$ cat src/rtl/block_stream_arbiter.sv
// Round-robin arbiter that shares one coefficient consumer between ROW
// zigzag readout channels. A grant is held for a whole block of BLOCK_LEN
// beats, so blocks from different channels are never interleaved. Each beat
// is tagged with its source channel and start/end-of-block flags.
module block_stream_arbiter #(
    parameter int DATA_WIDTH = 10,
    parameter int ROW        = 3,
    parameter int BLOCK_LEN  = 64,
    parameter int CNT_W      = $clog2(BLOCK_LEN),
    parameter int CH_W       = (ROW > 1) ? $clog2(ROW) : 1
) (
    input  logic                      clk,
    input  logic                      rst_n,
    input  logic [ROW*DATA_WIDTH-1:0] in_data,
    input  logic [ROW-1:0]            in_valid,
    output logic [ROW-1:0]            in_ready,
    output logic [DATA_WIDTH-1:0]     out_data,
    output logic                      out_valid,
    input  logic                      out_ready,
    output logic [CH_W-1:0]           out_chan,
    output logic                      out_sop,
    output logic                      out_eop,
    output logic                      busy,
    output logic [15:0]               block_cnt
);

    typedef enum logic [0:0] {
        ST_IDLE  = 1'b0,
        ST_GRANT = 1'b1
    } state_t;

    state_t                state_q,     state_d;
    logic [CH_W-1:0]       grant_q,     grant_d;
    logic [CH_W-1:0]       rr_ptr_q,    rr_ptr_d;
    logic [CNT_W-1:0]      beat_cnt_q,  beat_cnt_d;
    logic [15:0]           block_cnt_q, block_cnt_d;

    logic                  pick_found_s;
    logic [CH_W-1:0]       pick_idx_s;
    logic                  sel_valid_s;
    logic [DATA_WIDTH-1:0] sel_data_s;
    logic                  busy_s;
    logic                  fire_s;
    logic                  last_beat_s;

    // Channel index ptr+off, wrapped modulo ROW.
    function automatic logic [CH_W-1:0] wrap_add(input logic [CH_W-1:0] ptr, input int off);
        return CH_W'((int'(ptr) + off) % ROW);
    endfunction

    // Channel that follows ch in round-robin order.
    function automatic logic [CH_W-1:0] next_chan(input logic [CH_W-1:0] ch);
        if (ch >= CH_W'(ROW - 1)) begin
            return {CH_W{1'b0}};
        end else begin
            return ch + CH_W'(1);
        end
    endfunction

    // Round-robin pick: first requesting channel scanning from rr_ptr upward.
    always_comb begin
        pick_found_s = 1'b0;
        pick_idx_s   = {CH_W{1'b0}};
        for (int i = 0; i < ROW; i++) begin
            if (!pick_found_s && in_valid[wrap_add(rr_ptr_q, i)]) begin
                pick_found_s = 1'b1;
                pick_idx_s   = wrap_add(rr_ptr_q, i);
            end else begin
                pick_found_s = pick_found_s;
            end
        end
    end

    // Mux the granted channel's valid and data onto the shared path.
    always_comb begin
        sel_valid_s = 1'b0;
        sel_data_s  = {DATA_WIDTH{1'b0}};
        for (int i = 0; i < ROW; i++) begin
            if (grant_q == CH_W'(i)) begin
                sel_valid_s = in_valid[i];
                sel_data_s  = in_data[i*DATA_WIDTH +: DATA_WIDTH];
            end else begin
                sel_valid_s = sel_valid_s;
            end
        end
    end

    // Output and handshake decode; zero-latency pass-through while granted.
    always_comb begin
        busy_s      = (state_q == ST_GRANT);
        out_valid   = busy_s & sel_valid_s;
        out_data    = out_valid ? sel_data_s : {DATA_WIDTH{1'b0}};
        out_chan    = busy_s ? grant_q : {CH_W{1'b0}};
        fire_s      = out_valid & out_ready;
        last_beat_s = (beat_cnt_q == CNT_W'(BLOCK_LEN - 1));
        out_sop     = out_valid & (beat_cnt_q == {CNT_W{1'b0}});
        out_eop     = out_valid & last_beat_s;
        busy        = busy_s;
        block_cnt   = block_cnt_q;
        for (int i = 0; i < ROW; i++) begin
            in_ready[i] = busy_s & (grant_q == CH_W'(i)) & out_ready;
        end
    end

    // Next-state logic: arbitrate in IDLE, count beats and release on eop in GRANT.
    always_comb begin
        state_d     = state_q;
        grant_d     = grant_q;
        rr_ptr_d    = rr_ptr_q;
        beat_cnt_d  = beat_cnt_q;
        block_cnt_d = block_cnt_q;
        case (state_q)
            ST_IDLE: begin
                if (pick_found_s) begin
                    grant_d = pick_idx_s;
                    state_d = ST_GRANT;
                end else begin
                    state_d = ST_IDLE;
                end
            end
            ST_GRANT: begin
                if (fire_s && last_beat_s) begin
                    beat_cnt_d  = {CNT_W{1'b0}};
                    rr_ptr_d    = next_chan(grant_q);
                    block_cnt_d = block_cnt_q + 16'd1;
                    state_d     = ST_IDLE;
                end else if (fire_s) begin
                    beat_cnt_d = beat_cnt_q + CNT_W'(1);
                end else begin
                    beat_cnt_d = beat_cnt_q;
                end
            end
            default: begin
                state_d    = ST_IDLE;
                beat_cnt_d = {CNT_W{1'b0}};
            end
        endcase
    end

    // State registers; reset abandons any partial block and restarts at channel 0.
    always_ff @(posedge clk or negedge rst_n) begin
        if (!rst_n) begin
            state_q     <= ST_IDLE;
            grant_q     <= {CH_W{1'b0}};
            rr_ptr_q    <= {CH_W{1'b0}};
            beat_cnt_q  <= {CNT_W{1'b0}};
            block_cnt_q <= 16'd0;
        end else begin
            state_q     <= state_d;
            grant_q     <= grant_d;
            rr_ptr_q    <= rr_ptr_d;
            beat_cnt_q  <= beat_cnt_d;
            block_cnt_q <= block_cnt_d;
        end
    end

endmodule
$ cat config.mk
export PLATFORM = sky130hd
export DESIGN_NAME = block_stream_arbiter
export DESIGN_NICKNAME = d
export VERILOG_FILES = /design/src/rtl/block_stream_arbiter.sv
export SDC_FILE = /design/constraint.sdc
export NUM_CORES = 1
export LEC_CHECK = 0
export ABC_AREA = 0
export ABC_CLOCK_PERIOD_IN_PS = 3200
export BUFFER_PORTS_ARGS = -buffer_cell sky130_fd_sc_hd__buf_2
export CAP_MARGIN = 5
export CORE_UTILIZATION = 52
export CTS_CLUSTER_DIAMETER = 80
export CTS_CLUSTER_SIZE = 14
export DETAILED_ROUTE_END_ITERATION = 12
export PLACE_DENSITY = 0.87
export SLEW_MARGIN = 20
export SYNTH_ARGS = -nofsm -noshare
export SYNTH_HDL_FRONTEND = slang
export SYNTH_SLANG_ARGS = --single-unit
export TNS_END_PERCENT = 10
$ cat constraint.sdc
create_clock -name clk -period 3.2 [get_ports clk]
set_input_delay 0.32 -clock clk [delete_from_list [all_inputs] [get_ports clk]]
set_output_delay 0.32 -clock clk [all_outputs]
set_load 0.005 [all_outputs]
Yosys cells after proc, flatten, opt, wreduce, memory -nomap -nowiden --
Index checks and enable logic that the tools add are counted.
Storage, ports and cells: word-level logic and storage cells 68, latch bits 0, bits in writable memories 0, input port bits 36, memories 0, ROM bits 0, output and inout bits 35, register bits after elaboration 27
Operators by class: shifts and indexed selects 0, $lt $le $gt $ge 4, add/sub/neg operators 5, multiplexer cells 26, eq/ne operators 3, reduce and logical (&&, ||, !) cells 11, bitwise operators 11, div/mod/pow operators 3, $mul 0
Operators by type and width (number):
- 32-bit by 3-bit remainder unit with 32-bit output, second input constant | 2
- 10-bit 2-to-1 mux | 4
- 3-bit by 3-bit remainder unit with 32-bit output, second input constant | 1
- 16-bit by 1-bit adder with 16-bit output, second input constant | 1
- 6-bit 2-to-1 mux | 2
- 1-bit 2-to-1 mux | 11
- 1-bit AND | 10
- 2-bit 2-to-1 mux | 5
- 2-bit by 3-bit less-than comparator with 1-bit output, second input constant | 3
- 6-bit by 1-bit adder with 6-bit output, second input constant | 1
- 1-bit binary-select mux with 2-bit select | 3
- 6-bit == test, second input constant | 1
- 6-bit logical NOT | 1
- 2-bit AND reduction | 3
- 2-bit by 1-bit adder with 3-bit output, second input constant | 1
- 2-bit by 2-bit adder with 3-bit output, second input constant | 1
- 1-bit logical AND | 3
- 2-bit by 1-bit adder with 2-bit output, second input constant | 1
- 2-bit by 1-bit == test with 1-bit output, second input constant | 1
- 2-bit == test, second input constant | 1
- 2-bit greater-or-equal comparator, second input constant | 1
- 1-bit logical NOT | 2
- 2-bit logical NOT | 1
- 1-bit one-hot mux with 2 select lines | 1
- other kinds (2) | 2

Longest topological paths before layout --
Gate-level depths: netlist (run 1).
depth in word-level cells 12, depth in mapped cells 8, mapped depth without buffers 7

Worst setup path before layout (run 1) --
OpenSTA, ideal clock, no wires.
path kind register -> register, start point register rr_ptr_q[0], end point register grant_q[0], cell stages (with the launch flop) 8, clock period less this slack 1939 ps, path buffers 1, slack 1261 ps, library setup time 125 ps, arrival time 1815 ps, required time 3075 ps, cell sequence dfrtp_1 inv_1 ha_1 buf_2 mux2i_1 o22ai_1 o31ai_1 mux2_2
Between the ends: longest elaborated chain between the ends 11, elaborated cells on any way between the ends 22, those cells by class 2 x add/sub; 3 x div; 12 x mux; 5 x reduce/logical
Ends and longest elaborated chain:
- from (decl) | line 34 | logic [CH_W-1:0] rr_ptr_q, rr_ptr_d;
- from (signal assigned) | line 145 | rr_ptr_q <= {CH_W{1'b0}};
- from (signal assigned) | line 151 | rr_ptr_q <= rr_ptr_d;
- parallel branches: the longest is 11 deep, another holds 32-bit by 3-bit remainder unit with 32-bit output
- to (signal assigned) | line 144 | grant_q <= {CH_W{1'b0}};
- to (signal assigned) | line 150 | grant_q <= grant_d;
- to (decl) | line 33 | logic [CH_W-1:0] grant_q, grant_d;
Parallel ways; which one is timed is not known. The select of a mux whose other input is x is not followed. A chain may end at the register's enable or synchronous reset.

Worst setup path in the final report (run 1) --
start point register grant_q[0], end point output port out_sop
Between the ends: longest elaborated chain between the ends 6, elaborated cells on any way between the ends 8, those cells by class 2 x eq/ne; 3 x mux; 2 x bitwise; 1 x reduce/logical
Ends and longest elaborated chain:
- 2-bit logical NOT | line 79 | if (grant_q == CH_W'(i)) begin
- 1-bit 2-to-1 mux (2 in a row) | line 79
- 1-bit 2-to-1 mux (*) | line 79
- 1-bit AND (*) | line 91 | out_valid = busy_s & sel_valid_s;
- 1-bit AND (*) | line 96 | out_sop = out_valid & (beat_cnt_q == {CNT_W{1'b0}});
- to (decl) | line 21 | output logic out_sop,
Mark *: on every way between the ends. The rest lies on a longest branch, timed or not.

==> impl_metrics.yaml, run 1 <==
synth:
  ys_seq_area_frac: 0.385
  postSynth.asyncResetShare: 1.00
  yosys.area.top_type: "dfrtp_1"
  ys_dominant_reg_cell: "dfrtp_1"
  synth_area_per_cell_um2: 9.04
  synthesis.nets: 236
  post_synth_inst_count: 194
  synth.yosys.warnings: 0
  yosysUniqueCellTypes: 38
  postSynthRegisterBits: 27
  synth.area.top_cells: "dfrtp_1, mux2i_1, xnor2_1"
  yosysTopAreaCellShare: 0.385
  mappedNetlistArea_um2: 1750
  synth_edf_count: 0
finish:
  layout.nets: 304
  stdcell_count: 305
  layout-drive-gt1-share: 0.314
  filler_cell_count: 246
  regArea_um2: 676
  flow.area_growth_from_synthesis_pct: 22.8
  insertedDiodeCount: 0
  multi_input_area_um2: 1000
pwr:
  worst_ir_drop_vdd_mv: 0.158
  total_power_mw: 0.717
  power.density_nw_per_um2: 333
  static-leakage-power_nw: 1.10
global_routing:
  first_global_vias: 1446
  grt_first_pass_wirelength_um: 6470
  grt_usage: 0.237
  grt_start_max_net_pins: 28
  initial_antenna_violation_count: 0
  grt.overflow.total: 0
sta:
  final_min_period_ps: 2840
  max_clock_freq_mhz: 352
  number_of_hold_violations_in_the_final_report: 0
  tns_ps: 0
  worst_slew_pin_slew_ps: 701
  post-route-period-util: 0.888
  rsz_0062_raised_after_global_routing: "no"
  worst_clock_skew_ps: 2.91
  max-slew-margin-rel: 0.533
  drv_slew: 0
  report.final.setup_viol: 0
cts:
  cts_inserted_buffers: 3
  cts-htree-levels: 1
  clk_transition_reported_paths_ps: 150
  clock_sink_count: 27
  cts_tree: "done"
  cts_root_buf: "clkbuf_4"
  clock_tree.buffer_depth: 2
  clkLatencyLatePin_ps: 330
  postCtsSetupRepairBufs: 0
setup_path:
  timing.critical_path.required_ps: 2880
  path_cells: "and2b_2 -> o2bb2ai_1 -> nand2_1 -> inv_1 -> and3_1 -> buf_2"
  cp-startpoint: "grant_q[0]"
  critical_path.n_buffers_inverters: 2
  timing.reg2reg.setup_slack_ps: 970
  critical_path.startpoint_type: "register"
  crit_path_end: "out_sop"
  cpLargestDelayFamily: "simple AND/OR/NAND/NOR gates"
  peak_per_stage_delay_on_the_critical_path_ps: 820
  cp_num_cells: 6
  critPathArrivalTime_ps: 2520
  worst_r2r_startpoint: "grant_q[0]"
  setup.worst_path.end_class: "primary output"
  master_of_the_slowest_instance_on_the_critical_path: "dfrtp_1"
  rr_endpoint: "block_cnt[1]"
  worstPathMaxFanout: 17
  worst_r2r_path_depth: 4
  timing_worst_setup_path_type: "register to primary output"
floorplanning:
  std_cell_rows: 20
  core-area_um2: 3130
  die_h_um: 60.1
  top_level_ports: 71
  initial_utilization: 0.560
  die_w_um: 60.1
  floorplan_die_area_um2: 3610
place:
  place.detailed.hpwl_um: 3270
  globalplace.congestion: 0.803
  placed_cells: 300
  io_buffer_count: 70
detailed_routing:
  vias: 1631
  drtIter0Drc: 67
  drt_pre_antenna_iters: 4
  postRouteAntennaNets: 0
  routed_wirelength_um: 4130
  route.detailed.wl_per_inst_um: 13.5
  route.detailed.vias_per_inst: 5.35
  remaining_drc_errors: 0
worst_hold_path:
  hold_class: "input port to register"
  hold_path_depth: 4
outcome:
  run_status: "finished clean"
flow_run:
  maxCapViolations: 0
## metal layers
metal  global-route usage  up-vias  part of all wire
li1                     -      808                 -
met1                0.299      789              0.42
met2                0.421       30              0.53
met3               0.0216        4             0.030
met4               0.0831        0             0.013
met5                    0        -                 0
## worst reg2reg max path: stages, from the launching register on
cell       delay, ps
dfrtp_1          670
and2b_2          480
a2bb2oi_2        160
nor2_2           440
mux2_2           390
## worst min path at each step
stage	start	endpoint	slack, ps
2_1_floorplan	rst_n	beat_cnt_q[0]	20
3_3_place_gp	rst_n	block_cnt[9]	350
3_5_place_dp	rst_n	block_cnt[9]	350
4_1_cts	out_ready	beat_cnt_q[5]	460
5_1_grt	out_ready	beat_cnt_q[5]	490
6_report	out_ready	beat_cnt_q[5]	460
## state kept, by name, indices dropped and copies added (netlist names)
name,flops
block_cnt,16
busy,1
grant_q,2
rr_ptr_q,2
beat_cnt_q,6
## cells in the final DEF (no fill, tap or decap), drive strengths merged
cell type    synthesis  routed
a211oi               1       1
xnor2               15      15
mux2                 2       2
and2b                1       1
o41ai                1       1
dfrtp               27      27
nand3               10      10
o21ai                7       7
nand2               12      12
inv                  8       9
mux2i               16      16
ha                   6       6
o32ai                1       1
nand2b               3       3
buf                  5      70
nor2                32      32
and3                 3       3
nor3b                1       1
clkbuf               3       3
o2bb2ai              1       1
dlygate4sd3          0       1
xor2                 3       3
a31oi                1       1
and2                 4       4
a22o                 1       1
a2bb2oi              1       1
o22ai                3       3
a21oi               11      11
nor4                 2       2
and4                 1       1
o31ai                1       1
nand4                7       7
nor3                 4       4
## cells by family (layout without fill, tap and decap cells)
kind of cell | count (synthesis) | after routing | share of synthesized area
AOI/OAI and AO/OA | 29 | 29 | 0.103
and+or+nand+nor | 80 | 80 | 0.231
DFF | 27 | 27 | 0.385
buffers and inverters | 16 | 83 | 0.0443
muxes | 18 | 18 | 0.104
xor gates and xnor gates | 18 | 18 | 0.0899
adders and majority gates | 6 | 6 | 0.0428
## cell type report
cell class / instances / share of cell area
timing repair buffer: 71 / 0.167
multi-input combinational: 151 / 0.465
tap: 44 / 0.0256
clock buffer: 3 / 0.0105
sequential: 27 / 0.314
inverter: 8 / 0.0140
clock inverter: 1 / 0.00407
## power breakdown
part	total (mW)	internal [mW]	switching, mW
Combinational	0.156	0.0742	0.0822
Clock	0.159	0.0510	0.108
Sequential	0.402	0.368	0.0339
## cell usage after synthesis, types with 2 or more instances
master	n
nand2b_1	3
xnor2_1	15
buf_6	2
mux2_2	2
a21oi_1	11
ha_1	6
and3_1	2
and2_1	4
inv_1	8
mux2i_1	16
nand3_1	10
nor2_1	31
o22ai_1	3
clkbuf_1	3
buf_2	2
o21ai_0	7
nor3_1	4
nand2_1	12
dfrtp_1	27
xor2_1	3
nand4_1	6
## per-stage QoR
step                      utilization  cell area (µm²)  worst slack (ps)  hold slack (ps)
final                           0.688             2150               358              460
after global routing            0.688             2150               211              489
after global placement          0.675             2110               895              347
after floorplan                     -             1750              1260             24.4
after CTS                       0.688             2150               377              461
after detailed placement        0.675             2110               768              347
## repair_timing
item                                    CTS  global route
gates resized for setup                   0             0
endpoints found under the setup margin    0             0
endpoints found under the hold margin    27             0
hold buffers                              1             0
No activity file was read; power rests on OpenSTA's default activity.
==> run 2: changes to the inputs <==
- BUFFER_PORTS_ARGS: -buffer_cell sky130_fd_sc_hd__buf_2 -> unset
- CAP_MARGIN: 5 -> unset
- CORE_UTILIZATION: 52 -> 55
- DONT_BUFFER_PORTS: unset -> 1
- PLACE_DENSITY: 0.87 -> 0.72
==> run 2 against run 1 <==
Final area fell by 16%; die area fell by 5.3%; sequential share of layout area rose by 5.8 points; clock-buffer cell count rose by 1; combinational power fell by 22%; critical path depth fell by 1; final cell count fell by 23%; power fell by 6.8%; wire length fell by 14%; non-clock buffer count fell by 69; sequential power barely moved; critical endpoint unchanged.
==> impl_metrics.yaml, run 2 (synthesized netlist as in run 1, its figures left out) <==
outcome:
  run_status: "finished clean"
detailed_routing:
  postRouteAntennaNets: 0
  drtIter0Drc: 77
  route.detailed.vias_per_inst: 5.96
  drt_pre_antenna_iters: 5
  vias: 1407
  route.detailed.wl_per_inst_um: 15.1
  routed_wirelength_um: 3570
  remaining_drc_errors: 0
floorplanning:
  core-area_um2: 3030
  die_h_um: 58.5
  top_level_ports: 71
  floorplan_die_area_um2: 3420
  initial_utilization: 0.579
  die_w_um: 58.5
  std_cell_rows: 20
worst_hold_path:
  hold_class: "input port to register"
setup_path:
  critical_path.startpoint_type: "register"
  master_of_the_slowest_instance_on_the_critical_path: "dfrtp_1"
  worstPathMaxFanout: 17
  timing.critical_path.required_ps: 2880
  setup.worst_path.end_class: "primary output"
  critPathArrivalTime_ps: 2360
  peak_per_stage_delay_on_the_critical_path_ps: 820
  path_cells: "and2b_2 -> o2bb2ai_1 -> nand2_1 -> inv_1 -> and3_1"
  timing_worst_setup_path_type: "register to primary output"
cts:
  post_cts.resized_instances: 0
  cts_root_buf: "clkbuf_4"
  cts-htree-levels: 1
  cts_tree: "done"
  clock_sink_count: 27
  clk_transition_reported_paths_ps: 140
  clkLatencyLatePin_ps: 320
  cts_inserted_buffers: 3
  clock_tree.buffer_depth: 2
sta:
  worst_slew_pin_slew_ps: 693
  drv_slew: 0
  worst_clock_skew_ps: 9.16
  report.final.setup_viol: 0
  tns_ps: 0
  max_clock_freq_mhz: 373
  rsz_0062_raised_after_global_routing: "no"
  post-route-period-util: 0.838
  max-slew-margin-rel: 0.538
  number_of_hold_violations_in_the_final_report: 0
  post_layout_worst_setup_margin_ps: 519
  final_min_period_ps: 2680
global_routing:
  first_global_vias: 1342
  initial_antenna_violation_count: 0
  grt_usage: 0.215
  grt_start_max_net_pins: 28
  grt_first_pass_wirelength_um: 5800
  grt.overflow.total: 0
finish:
  layout.cells.most_common: "nor2_1"
  layout.cells.most_common_list: "nor2_1, dfrtp_1, mux2i_1"
  insertedDiodeCount: 0
  layout-drive-gt1-share: 0.0625
  number_of_flip_flops_in_the_largest_register: 16
  layout.core_utilization: 0.600
  flow.area_growth_from_synthesis_pct: 3.64
  final_design_area_no_fill_um2: 1820
  filler_cell_count: 271
  layout.nets: 235
place:
  detailedPlace.worstSlack_ps: 868
  place.detailed.hpwl_um: 2740
  io_buffer_count: 0
  globalplace.congestion: 0.807
  postPlaceCellArea_um2: 1760
pwr:
  worst_ir_drop_vdd_mv: 0.136
  total_power_mw: 0.668
  static-leakage-power_nw: 0.783
  power.density_nw_per_um2: 368
flow_run:
  maxCapViolations: 0
[run 2: layout make-up]
type                       count  area (µm²)  share of cell area
timing repair buffer           2        30.0              0.0165
tap                           44        55.1              0.0303
inverter                       8        30.0              0.0165
sequential                    27         676               0.372
multi-input combinational    151        1000               0.550
clock buffer                   4        26.3              0.0145
[run 2: through the flow]
stage	std cells	hold WS, ps
after global placement	230	25.0
final	236	322
after detailed placement	230	25.0
after floorplan	194	24.4
after CTS	236	323
after global routing	236	341
[run 2: routing by layer]
metal  vias to the layer above  GRT usage  share of wire
met4                         0     0.0646          0.017
met3                        11     0.0220          0.058
li1                        666          -              -
met5                         -          0              0
met1                       666      0.275           0.42
met2                        64      0.384           0.51
[run 2: power breakdown]
group	internal, mW	total (mW)	switching (mW)	leakage (nW)
clock	0.0488	0.143	0.0939	0.0150
combinational	0.0526	0.122	0.0692	0.415
sequential	0.368	0.404	0.0359	0.354
total	0.469	0.668	0.199	0.783
[run 2: critical path, delay by kind of cell, from the launching register on]
family	cells	cell delay (ps)
DFF	1	820
AOI/OAI and AO/OA	1	170
and+or+nand+nor	3	920
buffers and inverters	1	130
[run 2: final timing paths]
kind | cells after the start | from | slack, ps | endpoint
worst max register to register | 4 | grant_q[0] | 970 | block_cnt[1]
worst max-delay path | 5 | grant_q[0] | 520 | out_sop
min in group asynchronous | 2 | rst_n | 420 | block_cnt[13]
worst min register to register | 1 | block_cnt[15] | 500 | block_cnt[15]
worst min-delay path | 3 | in_valid[2] | 320 | beat_cnt_q[5]
max in group asynchronous | 2 | rst_n | 2630 | beat_cnt_q[3]
[run 2: what timing repair did]
item | CTS | global route
setup buffers | 0 | 0
hold endpoints to repair | 27 | 0
hold buffers | 2 | 0
